==> src/rtl/fft_ser_pkg.sv <==
// -----------------------------------------------------------------------------
// fft_ser_pkg
// Shared constants for the 8-point FFT output serializer.
//   N_PTS      : number of FFT bins in one frame
//   IDX_W      : width of a bin index
//   IN_W_DEF   : default FFT output lane width (shared with the FFT core top)
//   OUT_W_DEF  : default streamed component width
//   SHIFT_DEF  : default scale-down shift
// -----------------------------------------------------------------------------
package fft_ser_pkg;

  localparam int N_PTS     = 8;
  localparam int IDX_W     = 3;
  localparam int IN_W_DEF  = 36;
  localparam int OUT_W_DEF = 18;
  localparam int SHIFT_DEF = 10;

  typedef logic [IDX_W-1:0] idx_t;

endpackage : fft_ser_pkg

==> src/rtl/fft_ser_scale.sv <==
// -----------------------------------------------------------------------------
// fft_ser_scale
// Combinational scale-down of one signed component: optional round-half-up,
// arithmetic right shift by SHIFT, then saturation to OUT_W signed bits.
// Build option: define FFT_SER_ROUND_EN to add 2^(SHIFT-1) before the shift;
// otherwise the shift is a plain floor truncation. Saturation is always on.
// Ports:
//   i_din  : IN_W-bit signed input component
//   o_dout : OUT_W-bit signed scaled (and possibly clipped) result
//   o_clip : high when the result was saturated
// -----------------------------------------------------------------------------
module fft_ser_scale
  import fft_ser_pkg::*;
#(
  parameter int IN_W  = IN_W_DEF,
  parameter int OUT_W = OUT_W_DEF,
  parameter int SHIFT = SHIFT_DEF
) (
  input  logic signed [IN_W-1:0]  i_din,
  output logic signed [OUT_W-1:0] o_dout,
  output logic                    o_clip
);

  // One guard bit so the rounding add on a maximal positive input cannot wrap.
  localparam int EXT_W = IN_W + 1;

  localparam logic signed [EXT_W-1:0] MAX_V = (EXT_W'(1) << (OUT_W - 1)) - EXT_W'(1);
  // Two's complement: ~(2^n - 1) == -2^n.
  localparam logic signed [EXT_W-1:0] MIN_V = ~MAX_V;

  logic signed [EXT_W-1:0] w_ext;
  logic signed [EXT_W-1:0] w_rnd;
  logic signed [EXT_W-1:0] w_shr;

  assign w_ext = $signed({i_din[IN_W-1], i_din});

`ifdef FFT_SER_ROUND_EN
  localparam logic signed [EXT_W-1:0] RND_V = EXT_W'(1) << (SHIFT - 1);
  assign w_rnd = w_ext + RND_V;
`else
  assign w_rnd = w_ext;
`endif

  assign w_shr = w_rnd >>> SHIFT;

  // NOTE: every output gets a default before any branch so no latch is inferred.
  always_comb begin
    o_dout = w_shr[OUT_W-1:0];
    o_clip = 1'b0;
    if (w_shr > MAX_V) begin
      o_dout = MAX_V[OUT_W-1:0];
      o_clip = 1'b1;
    end else if (w_shr < MIN_V) begin
      o_dout = MIN_V[OUT_W-1:0];
      o_clip = 1'b1;
    end
  end

endmodule : fft_ser_scale

==> src/rtl/fft_out_serializer.sv <==
// -----------------------------------------------------------------------------
// fft_out_serializer
// Captures one parallel frame of 8 complex FFT results into a ping-pong
// buffer and streams it out one scaled, saturated complex sample per cycle.
// Build option: FFT_SER_ROUND_EN selects round-half-up scaling (see
// fft_ser_scale); undefined gives floor truncation.
// Ports:
//   clk, rst_n          : clock, asynchronous active-low reset
//   in_valid / in_ready : frame handshake; capture on in_valid && in_ready
//   in_re, in_im        : 8 packed IN_W-bit lanes, lane k = bin k
//   out_valid/out_ready : per-beat handshake
//   out_re, out_im      : scaled components of bin out_idx
//   out_idx, out_last   : bin index, high on bin 7
//   out_sat             : re or im of this beat was clipped
// -----------------------------------------------------------------------------
module fft_out_serializer
  import fft_ser_pkg::*;
#(
  parameter int IN_W  = IN_W_DEF,
  parameter int OUT_W = OUT_W_DEF,
  parameter int SHIFT = SHIFT_DEF
) (
  input  logic                     clk,
  input  logic                     rst_n,
  input  logic                     in_valid,
  output logic                     in_ready,
  input  logic [N_PTS*IN_W-1:0]    in_re,
  input  logic [N_PTS*IN_W-1:0]    in_im,
  output logic                     out_valid,
  input  logic                     out_ready,
  output logic signed [OUT_W-1:0]  out_re,
  output logic signed [OUT_W-1:0]  out_im,
  output logic [IDX_W-1:0]         out_idx,
  output logic                     out_last,
  output logic                     out_sat
);

  localparam idx_t LAST_IDX = idx_t'(N_PTS - 1);

  logic        r_wr_bank;
  logic        r_rd_bank;
  logic [1:0]  r_full;
  idx_t        r_cnt;
  logic [IN_W-1:0] r_re [2][N_PTS];
  logic [IN_W-1:0] r_im [2][N_PTS];

  logic w_capture;
  logic w_beat;
  logic w_frame_done;
  logic signed [IN_W-1:0] w_rd_re;
  logic signed [IN_W-1:0] w_rd_im;
  logic w_clip_re;
  logic w_clip_im;

  // Both handshakes depend only on registered state, so a bank freed on its
  // last beat becomes writable one cycle later.
  assign in_ready     = ~r_full[r_wr_bank];
  assign out_valid    = r_full[r_rd_bank];
  assign w_capture    = in_valid && in_ready;
  assign w_beat       = out_valid && out_ready;
  assign w_frame_done = w_beat && (r_cnt == LAST_IDX);

  // Capture needs full[wr]=0 and frame_done needs full[rd]=1, so when both
  // fire in one cycle they always touch different bits of r_full.
  // NOTE: sequential state uses non-blocking assignments so every flop samples
  // pre-edge values regardless of statement order.
  always_ff @(posedge clk or negedge rst_n) begin
    if (!rst_n) begin
      r_wr_bank <= 1'b0;
      r_rd_bank <= 1'b0;
      r_full    <= 2'b00;
      r_cnt     <= '0;
    end else begin
      if (w_capture) begin
        r_full[r_wr_bank] <= 1'b1;
        r_wr_bank         <= ~r_wr_bank;
      end
      if (w_frame_done) begin
        r_full[r_rd_bank] <= 1'b0;
        r_rd_bank         <= ~r_rd_bank;
        r_cnt             <= '0;
      end else if (w_beat) begin
        r_cnt <= r_cnt + idx_t'(1);
      end
    end
  end

  // NOTE: the bank storage is reset on purpose: the outputs are combinational
  // from storage and must read as zero straight out of reset.
  always_ff @(posedge clk or negedge rst_n) begin
    if (!rst_n) begin
      for (int b = 0; b < 2; b++) begin
        for (int k = 0; k < N_PTS; k++) begin
          r_re[b][k] <= '0;
          r_im[b][k] <= '0;
        end
      end
    end else if (w_capture) begin
      for (int k = 0; k < N_PTS; k++) begin
        r_re[r_wr_bank][k] <= in_re[k*IN_W +: IN_W];
        r_im[r_wr_bank][k] <= in_im[k*IN_W +: IN_W];
      end
    end
  end

  assign w_rd_re = r_re[r_rd_bank][r_cnt];
  assign w_rd_im = r_im[r_rd_bank][r_cnt];

  fft_ser_scale #(
    .IN_W  (IN_W),
    .OUT_W (OUT_W),
    .SHIFT (SHIFT)
  ) u_scale_re (
    .i_din  (w_rd_re),
    .o_dout (out_re),
    .o_clip (w_clip_re)
  );

  fft_ser_scale #(
    .IN_W  (IN_W),
    .OUT_W (OUT_W),
    .SHIFT (SHIFT)
  ) u_scale_im (
    .i_din  (w_rd_im),
    .o_dout (out_im),
    .o_clip (w_clip_im)
  );

  assign out_idx  = r_cnt;
  assign out_last = (r_cnt == LAST_IDX);
  assign out_sat  = w_clip_re | w_clip_im;

endmodule : fft_out_serializer
==> config.mk <==
export PLATFORM = sky130hd
export DESIGN_NAME = fft_out_serializer
export DESIGN_NICKNAME = d
export VERILOG_FILES = /design/src/rtl/fft_ser_pkg.sv /design/src/rtl/fft_ser_scale.sv /design/src/rtl/fft_out_serializer.sv
export SDC_FILE = /design/constraint.sdc
export NUM_CORES = 2
export LEC_CHECK = 0
export ABC_AREA = 1
export ABC_CLOCK_PERIOD_IN_PS = 7550
export CAP_MARGIN = 5
export CELL_PAD_IN_SITES_DETAIL_PLACEMENT = 1
export CELL_PAD_IN_SITES_GLOBAL_PLACEMENT = 2
export CORE_MARGIN = 8
export CORE_UTILIZATION = 34
export DETAILED_ROUTE_END_ITERATION = 6
export PLACE_DENSITY = 0.81
export SLEW_MARGIN = 30
export SYNTH_ARGS = -nofsm -noshare
export SYNTH_HDL_FRONTEND = slang
export SYNTH_SLANG_ARGS = --single-unit
==> constraint.sdc <==
create_clock -name clk -period 7.55 [get_ports clk]
set_input_delay 1.8875 -clock clk [delete_from_list [all_inputs] [get_ports clk]]
set_output_delay 1.8875 -clock clk [all_outputs]
set_load 0.01 [all_outputs]
==> results.toml <==
[timing]
finalCritPeriodShare_pct = 85.2
rsz0062_at_grt = "false"
final_max_slew_viol_count = 0
timing.fmax_mhz = 155
tns_ns = 0
fin_skew_ns = 0.0170
slew-limit-headroom_pct = 35.5
worst_pin_slew_ns = 0.967
hold_slack_ns = 0.468
post-route-min-period_ns = 6.44
setup_viol = 0
timing_hold_violations_final = 0

[clocking]
clk_pin_slew_ns = 0.06
clk_latency_ns = 0.67
cts_setup_buffers = 0
cts_tree = "built"
ctsHoldBuffers = 0
clock-sinks = 839
cts_resized = 0
clockBufferDepth = 3
htreeDepth = 3
cts_buffers = 98
cts_root_buffer = "clkbuf_16"

[detailed_routing]
drt-total-wl_um = 136000
vias_per_cell = 5.05
ant_nets = 0
drc = 0
wl_per_cell_um = 20.2
num_vias = 33900
firstDrtPassIters = 5
drt_iter0_drc = 2248

[logic_synthesis]
ys_types = 33
async_reset_ff_share_pct = 100
yosysMostFrequentCell = "nand2_1"
synth_cells = 4877
yosys-top-cells-count = "nand2_1, o21ai_0, dfrtp_1"
synth_top_area_share_pct = 53.9
netlist_area_sq_um = 38900
yosysWarnings = 0
ys.flop_type = "dfrtp_1"
synth.area.top_cells = "dfrtp_1, o21ai_0, nand2_1"
seq_area_frac_synth_pct = 53.9
synth_nets = 5459
synth_edf_count = 0
synth_seq_cells = 839
yosysTopAreaCell = "dfrtp_1"
avgSynthCellArea_sq_um = 7.99

[floorplan]
die_height_um = 354
start_util_pct = 34.2
core_area_sq_um = 114000
num_io_pins = 623
dieArea_sq_um = 126000
fp.dieW_um = 354
rows = 124

[layout]
synthToLayoutAreaGrowth_pct = 22.5
fillers = 13600
nets = 5704
multi_input_area_sq_um = 14500
layout-drive-gt1-share_pct = 4.27
final_util_pct = 41.8
ff_latch_area_sq_um = 21000

[hold_path]
worstHoldPathCells = 2
hold_path_class = "reg -> reg"

[global_routing]
grt_overflow = 0
grt_max_degree = 186
grt_usage_pct = 21.2
grt_pass1_wl_um = 213000
grt_pass1_vias = 35500
antenna_found_initial = 10

[worst_setup_path]
critPathRequiredTime_ns = 5.66
reg2reg_depth = 7
path_class = "reg -> out"
worstPathArrival_ns = 4.55
crit_path_end_kind = "output port"
startpoint_type = "register"
worst-path-max-fanout = 117

[power_and_ir_drop]
totalPowerFinal_uw = 21100
worst_ir_drop_vdd_mv = 0.254
cellLeakagePower_uw = 0.0225
p_per_area_nw_per_um2 = 442

[run]
maxCapViolCount = 0

[place]
io_buffers = 462
place_hpwl_um = 85100
gp_congestion = 0.761

[status]
status = "complete, no violations"
## path summary, 6_finish.rpt
path | from | slack, ns | to
max | r_rd_bank | 1.11 | out_sat
min | r_im[171] | 0.47 | r_im[171]
max reg2reg | r_full[1] | 4.90 | r_im[97]
min reg2reg | r_im[171] | 0.47 | r_im[171]
max in group asynchronous | rst_n | 4.76 | out_idx[1]
min in group asynchronous | rst_n | 1.13 | r_im[140]
## registers in the layout, summed over array words and instances, names as in the netlist
name and count:
r_re 416, out_idx 3, r_full 2, r_rd_bank 1
r_wr_bank 1, r_im 416
## layout by cell type, fill, tap and decap left out, drive strengths merged
cell type / instances
o22ai: 45
a21oi: 27
xor2: 1
o211ai: 17
clkinv: 18
nand2: 1343
diode: 2
o21ai: 1166
o221ai: 85
a32o: 13
or2: 1
nor3: 1
dfrtp: 839
ha: 2
clkbuf: 153
nand3: 162
clkdlybuf4s50: 461
inv: 482
bufinv: 5
and3: 4
buf: 44
nor2: 331
## final cells by class
| cell class | count | area share [%] |
|---|---|---|
| clock inverter | 25 | 0.619 |
| clock buffer | 153 | 6.25 |
| sequential | 839 | 44.0 |
| multi-input combinational | 3198 | 30.4 |
| antenna | 2 | 0.0105 |
| tap | 1512 | 3.96 |
| timing repair buffer | 505 | 10.9 |
| inverter | 480 | 3.86 |
## cells by family after synthesis
group	share of synthesized area, %
buffers and inverters	8.93
XOR/XNOR	0.0225
AND/OR/NAND/NOR	18.3
adder cells (fa/ha/maj)	0.0642
AO/OA/AOI/OAI	18.7
flip-flops	53.9
## metrics by stage
stage | setup WS [ns] | instance area (sq um) | std cells
2_1_floorplan | 3.73 | 38900 | 4877
3_3_place_gp | 1.72 | 44400 | 6532
3_5_place_dp | 1.69 | 44400 | 6532
4_1_cts | 0.914 | 47700 | 6710
5_1_grt | 0.790 | 47700 | 6712
6_report | 1.11 | 47700 | 6714
## power by group
part	switching (uW)	internal [uW]	total [uW]
combinational	5510	3060	8570
clock	1960	2880	4840
sequential	1110	6590	7700
## per-layer routing
metal  vias up  GRT usage, %  part of all wire, %
met4         4          4.51                  1.7
met5         -             0                0.020
met3       137          3.66                  4.9
met1     16900          30.6                   48
met2       657          33.3                   45
li1      16200             -                    -
## critical path, cell delays in order, from the launching register on
cell             delay, ns
dfrtp_4               0.67
inv_8                 0.65
nand2_1               0.11
nand3_1               0.11
nand3_1               0.16
nand3_1               0.15
nand2_1               0.11
nand2_1               0.07
nor2_1                0.06
a21oi_4               0.66
nor2_1                0.27
nand2_1               0.21
clkdlybuf4s50_1       0.57
No activity file was read; power rests on OpenSTA's default activity.
